File: src/rtl/noc_pkg.sv
// Shared NoC types: flit-type encoding, allocator FSM states and the
// helpers that classify a flit by its two-bit type field.
package noc_pkg;

  localparam int FLIT_WIDTH_DEF = 34;
  localparam int NUM_IN         = 2;

  typedef enum logic [1:0] {
    FT_HEAD      = 2'b00,
    FT_BODY      = 2'b01,
    FT_TAIL      = 2'b10,
    FT_HEAD_TAIL = 2'b11
  } flit_type_e;

  typedef enum logic {
    ST_IDLE   = 1'b0,
    ST_LOCKED = 1'b1
  } alloc_state_e;

  // Callers pass the top two bits of a flit.
  function automatic flit_type_e flit_type(input logic [1:0] hdr);
    return flit_type_e'(hdr);
  endfunction

  function automatic logic is_head(input flit_type_e t);
    return (t == FT_HEAD) || (t == FT_HEAD_TAIL);
  endfunction

  function automatic logic is_last(input flit_type_e t);
    return (t == FT_TAIL) || (t == FT_HEAD_TAIL);
  endfunction

endpackage

File: src/rtl/flit_pipe_reg.sv
// Single-entry valid/ready register driving the output link. The entry can
// be refilled in the same cycle that the downstream stage drains it.
module flit_pipe_reg #(
  parameter int WIDTH = 34
) (
  input  logic             clk,
  input  logic             arst,
  input  logic             load_i,
  input  logic [WIDTH-1:0] data_i,
  input  logic             ready_i,
  output logic             can_load_o,
  output logic             valid_o,
  output logic [WIDTH-1:0] data_o
);

  logic             valid_q, valid_d;
  logic [WIDTH-1:0] data_q, data_d;

  assign can_load_o = ~valid_q | ready_i;
  assign valid_o    = valid_q;
  assign data_o     = data_q;

  always_comb begin
    valid_d = valid_q;
    data_d  = data_q;
    if (load_i) begin
      valid_d = 1'b1;
      data_d  = data_i;
    end else if (ready_i) begin
      valid_d = 1'b0;
    end
  end

  always_ff @(posedge clk) begin
    if (arst) begin
      valid_q <= 1'b0;
      data_q  <= '0;
    end else begin
      valid_q <= valid_d;
      data_q  <= data_d;
    end
  end

endmodule

File: src/rtl/output_port_alloc.sv
// One router output port: requests the arbiter for packet heads, holds the
// grant from head to tail, and forwards the owning input through a register.
module output_port_alloc
  import noc_pkg::*;
#(
  parameter int FLIT_WIDTH = FLIT_WIDTH_DEF
) (
  input  logic                         clk,
  input  logic                         arst,
  input  logic [NUM_IN-1:0]            in_valid_i,
  input  logic [NUM_IN*FLIT_WIDTH-1:0] in_flit_i,
  output logic [NUM_IN-1:0]            in_ready_o,
  output logic [NUM_IN-1:0]            arb_req_o,
  input  logic [NUM_IN-1:0]            arb_grant_i,
  output logic                         arb_update_o,
  output logic                         out_valid_o,
  output logic [FLIT_WIDTH-1:0]        out_flit_o,
  input  logic                         out_ready_i,
  output logic                         proto_err_o
);

  alloc_state_e state_q, state_d;
  logic         lock_q, lock_d;
  logic         hd_seen_q, hd_seen_d;
  logic         err_q, err_d;

  logic [NUM_IN-1:0][FLIT_WIDTH-1:0] in_vec;
  flit_type_e [NUM_IN-1:0]           in_type;
  logic [NUM_IN-1:0]                 in_is_hd;
  logic [NUM_IN-1:0]                 eff_gnt;
  logic [FLIT_WIDTH-1:0]             sel_flit;
  flit_type_e                        sel_type;
  logic                              can_load;
  logic                              accept;

  assign in_vec = in_flit_i;

  for (genvar k = 0; k < NUM_IN; k++) begin : g_in
    assign in_type[k]  = flit_type(in_vec[k][FLIT_WIDTH-1 -: 2]);
    assign in_is_hd[k] = is_head(in_type[k]);
  end

  assign sel_flit = in_vec[lock_q];
  assign sel_type = flit_type(sel_flit[FLIT_WIDTH-1 -: 2]);

  // All handshake outputs are forced low while reset is held, even if the
  // state register still shows a packet in flight.
  always_comb begin
    state_d      = state_q;
    lock_d       = lock_q;
    hd_seen_d    = hd_seen_q;
    err_d        = err_q;
    arb_req_o    = '0;
    in_ready_o   = '0;
    arb_update_o = 1'b0;
    accept       = 1'b0;
    eff_gnt      = '0;
    if (!arst) begin
      unique case (state_q)
        ST_IDLE: begin
          arb_req_o = in_valid_i & in_is_hd;
          eff_gnt   = arb_grant_i & arb_req_o;
          if ((in_valid_i & ~in_is_hd) != '0)
            err_d = 1'b1;
          if ((arb_grant_i == 2'b11) || ((arb_grant_i & ~arb_req_o) != '0))
            err_d = 1'b1;
          // A double grant resolves to input 0.
          if (eff_gnt != '0) begin
            state_d   = ST_LOCKED;
            lock_d    = ~eff_gnt[0];
            hd_seen_d = 1'b0;
          end
        end
        ST_LOCKED: begin
          in_ready_o[lock_q] = can_load;
          accept             = in_valid_i[lock_q] & can_load;
          if (accept) begin
            hd_seen_d = 1'b1;
            if (hd_seen_q && (sel_type == FT_HEAD))
              err_d = 1'b1;
            if (is_last(sel_type)) begin
              arb_update_o = 1'b1;
              state_d      = ST_IDLE;
            end
          end
        end
      endcase
    end
  end

  always_ff @(posedge clk) begin
    if (arst) begin
      state_q   <= ST_IDLE;
      lock_q    <= 1'b0;
      hd_seen_q <= 1'b0;
      err_q     <= 1'b0;
    end else begin
      state_q   <= state_d;
      lock_q    <= lock_d;
      hd_seen_q <= hd_seen_d;
      err_q     <= err_d;
    end
  end

  assign proto_err_o = err_q;

  flit_pipe_reg #(
    .WIDTH(FLIT_WIDTH)
  ) u_out_reg (
    .clk       (clk),
    .arst      (arst),
    .load_i    (accept),
    .data_i    (sel_flit),
    .ready_i   (out_ready_i),
    .can_load_o(can_load),
    .valid_o   (out_valid_o),
    .data_o    (out_flit_o)
  );

endmodule

File: config.mk
export PLATFORM = sky130hd
export DESIGN_NAME = output_port_alloc
export DESIGN_NICKNAME = d
export VERILOG_FILES = /design/src/rtl/noc_pkg.sv /design/src/rtl/flit_pipe_reg.sv /design/src/rtl/output_port_alloc.sv
export SDC_FILE = /design/constraint.sdc
export NUM_CORES = 1
export LEC_CHECK = 0
export CORE_ASPECT_RATIO = 1.4
export CORE_MARGIN = 1.5
export CORE_UTILIZATION = 39
export DETAILED_ROUTE_END_ITERATION = 10
export PLACE_DENSITY = 0.86
export SYNTH_ARGS = -nofsm -noshare
export SYNTH_HDL_FRONTEND = slang
export SYNTH_SLANG_ARGS = --single-unit
File: constraint.sdc
create_clock -name clk -period 4 [get_ports clk]
set_input_delay 0.8 -clock clk [delete_from_list [all_inputs] [get_ports clk]]
set_output_delay 0.8 -clock clk [all_outputs]
set_load 0.005 [all_outputs]
---- Word level (Yosys, flattened, before mapping) ----
Index checks and enable logic that the tools add are counted.
W data, S select, Z words.
storage, ports and cells
  flip-flop bits (word level) ............. 39
  input bits .............................. 75
  output and inout bits ................... 41
  word-level logic and storage cells ...... 75
cells by class
  order comparisons ....................... 2
  equality and inequality tests ........... 9
  mux-type cells .......................... 30
  bitwise operators ....................... 12
  reduce and logical (&&, ||, !) cells .... 16
operator list
  cell                  number
  $mux W34              2
  $mux W1               20
  $and A2 B2 Y2         5
  $eq A2 B2 Y1 const B  5
  $mux W2               4
  $reduce_bool A2 Y1    4
  $logic_not A2 Y1      3
  $pmux W1 S2           3
  $logic_or A1 B1 Y1    4
  $ne A2 B1 Y1 const B  2
  $not A2 Y2            2
  $reduce_and A2 Y1     2
  $ne A3 B3 Y1 const B  1
  $not A1 Y1            3
  $reduce_and A3 Y1     1
  $logic_and A1 B1 Y1   2
  $lt A1 B2 Y1 const B  1
  $ne A2 B2 Y1 const B  1
  $and A1 B1 Y1         1
  $demux W1 S1          1
  $ge A1 B1 Y1 const B  1
  $or A1 B1 Y1          1

---- Depth between registers and ports, before layout ----
  word-level depth ........................ 9
  mapped depth ............................ 5

---- Hierarchy ----
A second synthesis with hierarchy kept.
unflattened totals
  cell total of the unflattened synthesis .. 189
  area, all modules ....................... 1,975.6 um^2
modules (own cells, without submodules)
  module             times used  cells each  area each (um^2)  sequential area each (um^2)
  flit_pipe_reg      1           114         1,272.5           700.7
  output_port_alloc  1           75          703.2             80.1

---- Least setup slack after synthesis ----
No wires, ideal clock.
  kind .................................... input to output
  start ................................... input port arst
  end ..................................... output port arb_req_o[0]
  data arrival time ....................... 1,396 ps
  data required time ...................... 3,200 ps
  path slack .............................. 1,804 ps
  stages on the path ...................... 3
  path buffers ............................ 2
  cell sequence ........................... clkbuf_1 clkbuf_1 nor3_1
between the ends
  word-level cells in the longest chain between the ends .. 1
ends and longest elaborated chain
  what             RTL line                 RTL
  start, declared  output_port_alloc.sv:9   input logic arst,
  $mux W2          output_port_alloc.sv:58  if (!arst) begin
  end, declared    output_port_alloc.sv:13  output logic [NUM_IN-1:0] arb_req_o,
No other way between the ends.

---- Final worst setup path ----
  start ................................... input port arst
  end ..................................... output port in_ready_o[1]
between the ends
  word-level cells in the longest chain between the ends .. 1
ends and longest elaborated chain
  what           RTL line                 RTL
  $mux W2        output_port_alloc.sv:58
  end, declared  output_port_alloc.sv:12  output logic [NUM_IN-1:0] in_ready_o,
No other way between the ends.

==> metrics.md <==
| Metric | Value |
|---|---|
| Outcome | `completed` |
| Crit path buffers/inverters | `2` |
| MaxCap Viol Count | `0` |
| Startpoint Class | `input pin` |
| Synth area leader | `dfxtp_1` |
| CP Max Fanout | `18` |
| Post-CTS resize count | `0` |
| Final WL | `4570 µm` |
| Iteration-0 DRC Markers | `96` |
| Nets | `376` |
| Commonest non-fill, non-tap cells in the layout | `clkdlybuf4s50_1 (115), nor2_1 (40), dfxtp_1 (38)` |
| I/O pin count | `116` |
| Maximum clock path buffer count | `2` |
| Crit. End Element | `primary output` |
| Worst path arrival time | `2550 ps` |
| Routability cong. | `0.804` |
| Xor and xnor area share after synthesis | `0.973%` |
| Worst slack, placed | `628 ps` |
| Syn Area/Cell | `9.38 µm²` |
| Antenna cell count | `0` |
| Post-DR vias/cell | `4.88` |
| Share of the synthesized area in the top cell type | `43.4%` |
| Reg2Reg Setup Slack | `1740 ps` |
| Slowest CP cell | `clkdlybuf4s50_1` |
| Clock Latency Late Sink | `270 ps` |
| CTS Sinks | `39` |
| Largest net degree at the start of global routing | `71` |
| Seq/Total Area, Yosys | `43.4%` |
| VDD IR max | `220 µV` |
| Fin. max-slew vios | `0` |
| Slowest stage delay, CP | `740 ps` |
| Clk_skew | `2.01 ps` |
| Most common cell after layout, fill and taps aside | `clkdlybuf4s50_1` |
| Die width | `60.4 µm` |
| Synth-to-layout area growth | `69.5%` |
| Mux share of post-synthesis cell area | `20.1%` |
| Max Fclk | `0.298 GHz` |
| Post-route setup slack | `646 ps` |
| Worst EP required | `3200 ps` |
| CTS Hold Bufs | `0` |
| Postcts setup bufs | `0` |
| Setup Crit Path Kind | `in -> out` |
| Hold EP | `u_out_reg.data_o[12]$_SDFFE_PP0P_` |
| CP top delay family | `buffers and inverters` |
| Hold Path Stages | `2` |
| Clk slew on worst S/H paths | `60 ps` |
| Post-DRT Antenna Nets | `0` |
| Initial antenna violation count | `0` |
| Final setup viols | `0` |
| Yosys cell types | `25` |
| Synthesized instance count | `192` |
| Reg2reg path depth | `5` |
| Final Util | `67.8%` |
| Period minus WS final | `3350 ps` |
| Adder-Cell Fraction of Synth Area | `0%` |
| Drt wl/cell | `12.6 µm` |
| Relative slew slack | `48.3%` |
| CTS tree | `yes` |
| Overall Global Routing Usage | `18.5%` |
| FF-to-FF End | `u_out_reg.data_o[18]$_SDFFE_PP0P_` |
| Worst hold path type | `reg -> reg` |
| Row cnt | `29` |
| Multi-input gate area | `942 µm²` |
| Post-Layout Cell Count | `362` |
| Top post-synthesis cells by area | `dfxtp_1 (43%), mux2i_1 (19%), a211oi_1 (14%), nor2_1 (8.3%), buf_2 (2.2%)` |
| Dpl hpwl | `3430 µm` |
| Post-Synth Simple-Gate Area | `14.0%` |
| Warnings, synthesis | `0` |
| Core area | `0.00450 mm²` |
| Total power | `0.000905 W` |
| Reg area | `782 µm²` |
| Static Leakage | `0.994 nW` |
| Final hold vios | `0` |
| Root Driver | `clkbuf_8` |
| Port Buffers | `115` |
| Synth Area in Compound Gates | `17.2%` |
| FF-to-FF Start | `lock_q$_SDFFE_PP0P_` |
| Hold Startpoint | `u_out_reg.data_o[12]$_SDFFE_PP0P_` |
| Worst path cell trace | `clkdlybuf4s50_1, nor4b_1, clkdlybuf4s50_1` |
| Syn Nets | `267` |
| Die area | `0.00504 mm²` |
| Grt ovf | `0` |
| DR vias | `1768` |
| Die H | `83.4 µm` |
| PwrDens | `297 mW/mm²` |
| First-pass GRT wire length | `7290 µm` |
| Mapped cell area | `0.00180 mm²` |
| Initial Utilization | `40.0%` |
| Number of global-route vias before repair | `1713` |
| #FFs+latches synth | `39` |
| Pin slew with the least headroom to its limit | `775 ps` |
| Largest family of logic cells by synthesized area | `multiplexers` |
| Part of the cycle the worst path needs | `83.9%` |
| Inserted Clock Buffers | `5` |
| Placed cells | `356` |
| Htree depth | `2` |
| Fillers | `386` |
| Layout cells sized above 1 | `3.67%` |
| TNS Setup | `0 ps` |
| Pre-antenna DRT Iters | `4` |
| Most common cell on crit path | `clkdlybuf4s50_1` |
| RSZ-0062 raised after global routing | `no` |
| # DRC | `0` |
==> Yosys cell counts <==
library cell   n
o21ai_0        1
nand2_1        3
nand2b_1       2
buf_2          8
mux2i_1       35
nor3_1         5
nor4_1         1
nor4b_1        1
a311oi_1       1
buf_4          1
nor2_1        40
a2111oi_0      1
xnor2_1        2
nor2b_1        2
a21oi_1        1
clkbuf_1       7
nor3_4         1
a211oi_1      34
inv_1          1
dfxtp_1       39
mux2_2         1
a41oi_1        1
o32ai_1        1
nand3_1        2
a32o_1         1
==> flip-flops by register name, indices dropped and copies added, names as in the netlist <==
signal and cells:
proto_err_o 1, lock_q 1, state_q 1, hd_seen_q 1, u_out_reg.valid_o 1, u_out_reg.data_o 34
==> through the flow <==
stage	instance area (µm²)	hold WS [ps]
final	3050	495
after global routing	3050	514
after CTS	3050	499
after detailed placement	2980	487
after global placement	2980	472
after floorplan	1800	469
==> worst min-delay path, cell delays in order (launching register included) <==
cell and delay, ps:
dfxtp_1 310, nor2_1 90, a211oi_1 50
==> kinds of logic (layout without fill, tap and decap cells) <==
family	Yosys count	after routing
flip-flops	39	39
buffers and inverters	17	125
multiplexers	36	36
XOR/XNOR	2	2
AND/OR/NAND/NOR	57	57
AO/OA/AOI/OAI	41	41
==> area by class of cell <==
class	count	share of cell area, %
Sequential cell	39	25.6
Clock buffer	6	2.38
Multi-Input combinational cell	136	30.9
Timing Repair Buffer	118	38.5
Tap cell	62	2.54
Inverter	1	0.123
==> routing by layer <==
metal	part of all wire (%)	wire, µm	GRT usage (%)	vias up
met5	0	0	0	-
met4	0.81	37	5.34	0
met3	6.0	273	4.36	5
met2	54	2480	33.4	60
met1	39	1780	20.6	787
li1	-	-	-	916
==> power by group <==
part           leakage (nW)  total, W  switching [W]  internal, W
Clock                0.0371  0.000230       0.000114     0.000116
Combinational         0.638  0.000237      0.0000837     0.000154
Sequential            0.319  0.000438      0.0000215     0.000417
==> how the worst max path moves through the flow <==
stage | startpoint | end | cells past startpoint
6_report | arst | in_ready_o[1] | 3
5_1_grt | arst | in_ready_o[1] | 3
4_1_cts | arst | in_ready_o[1] | 3
3_5_place_dp | arst | in_ready_o[1] | 3
3_3_place_gp | arst | in_ready_o[1] | 3
2_1_floorplan | arst | arb_req_o[0] | 3
Power figures use the tool's default switching activity.
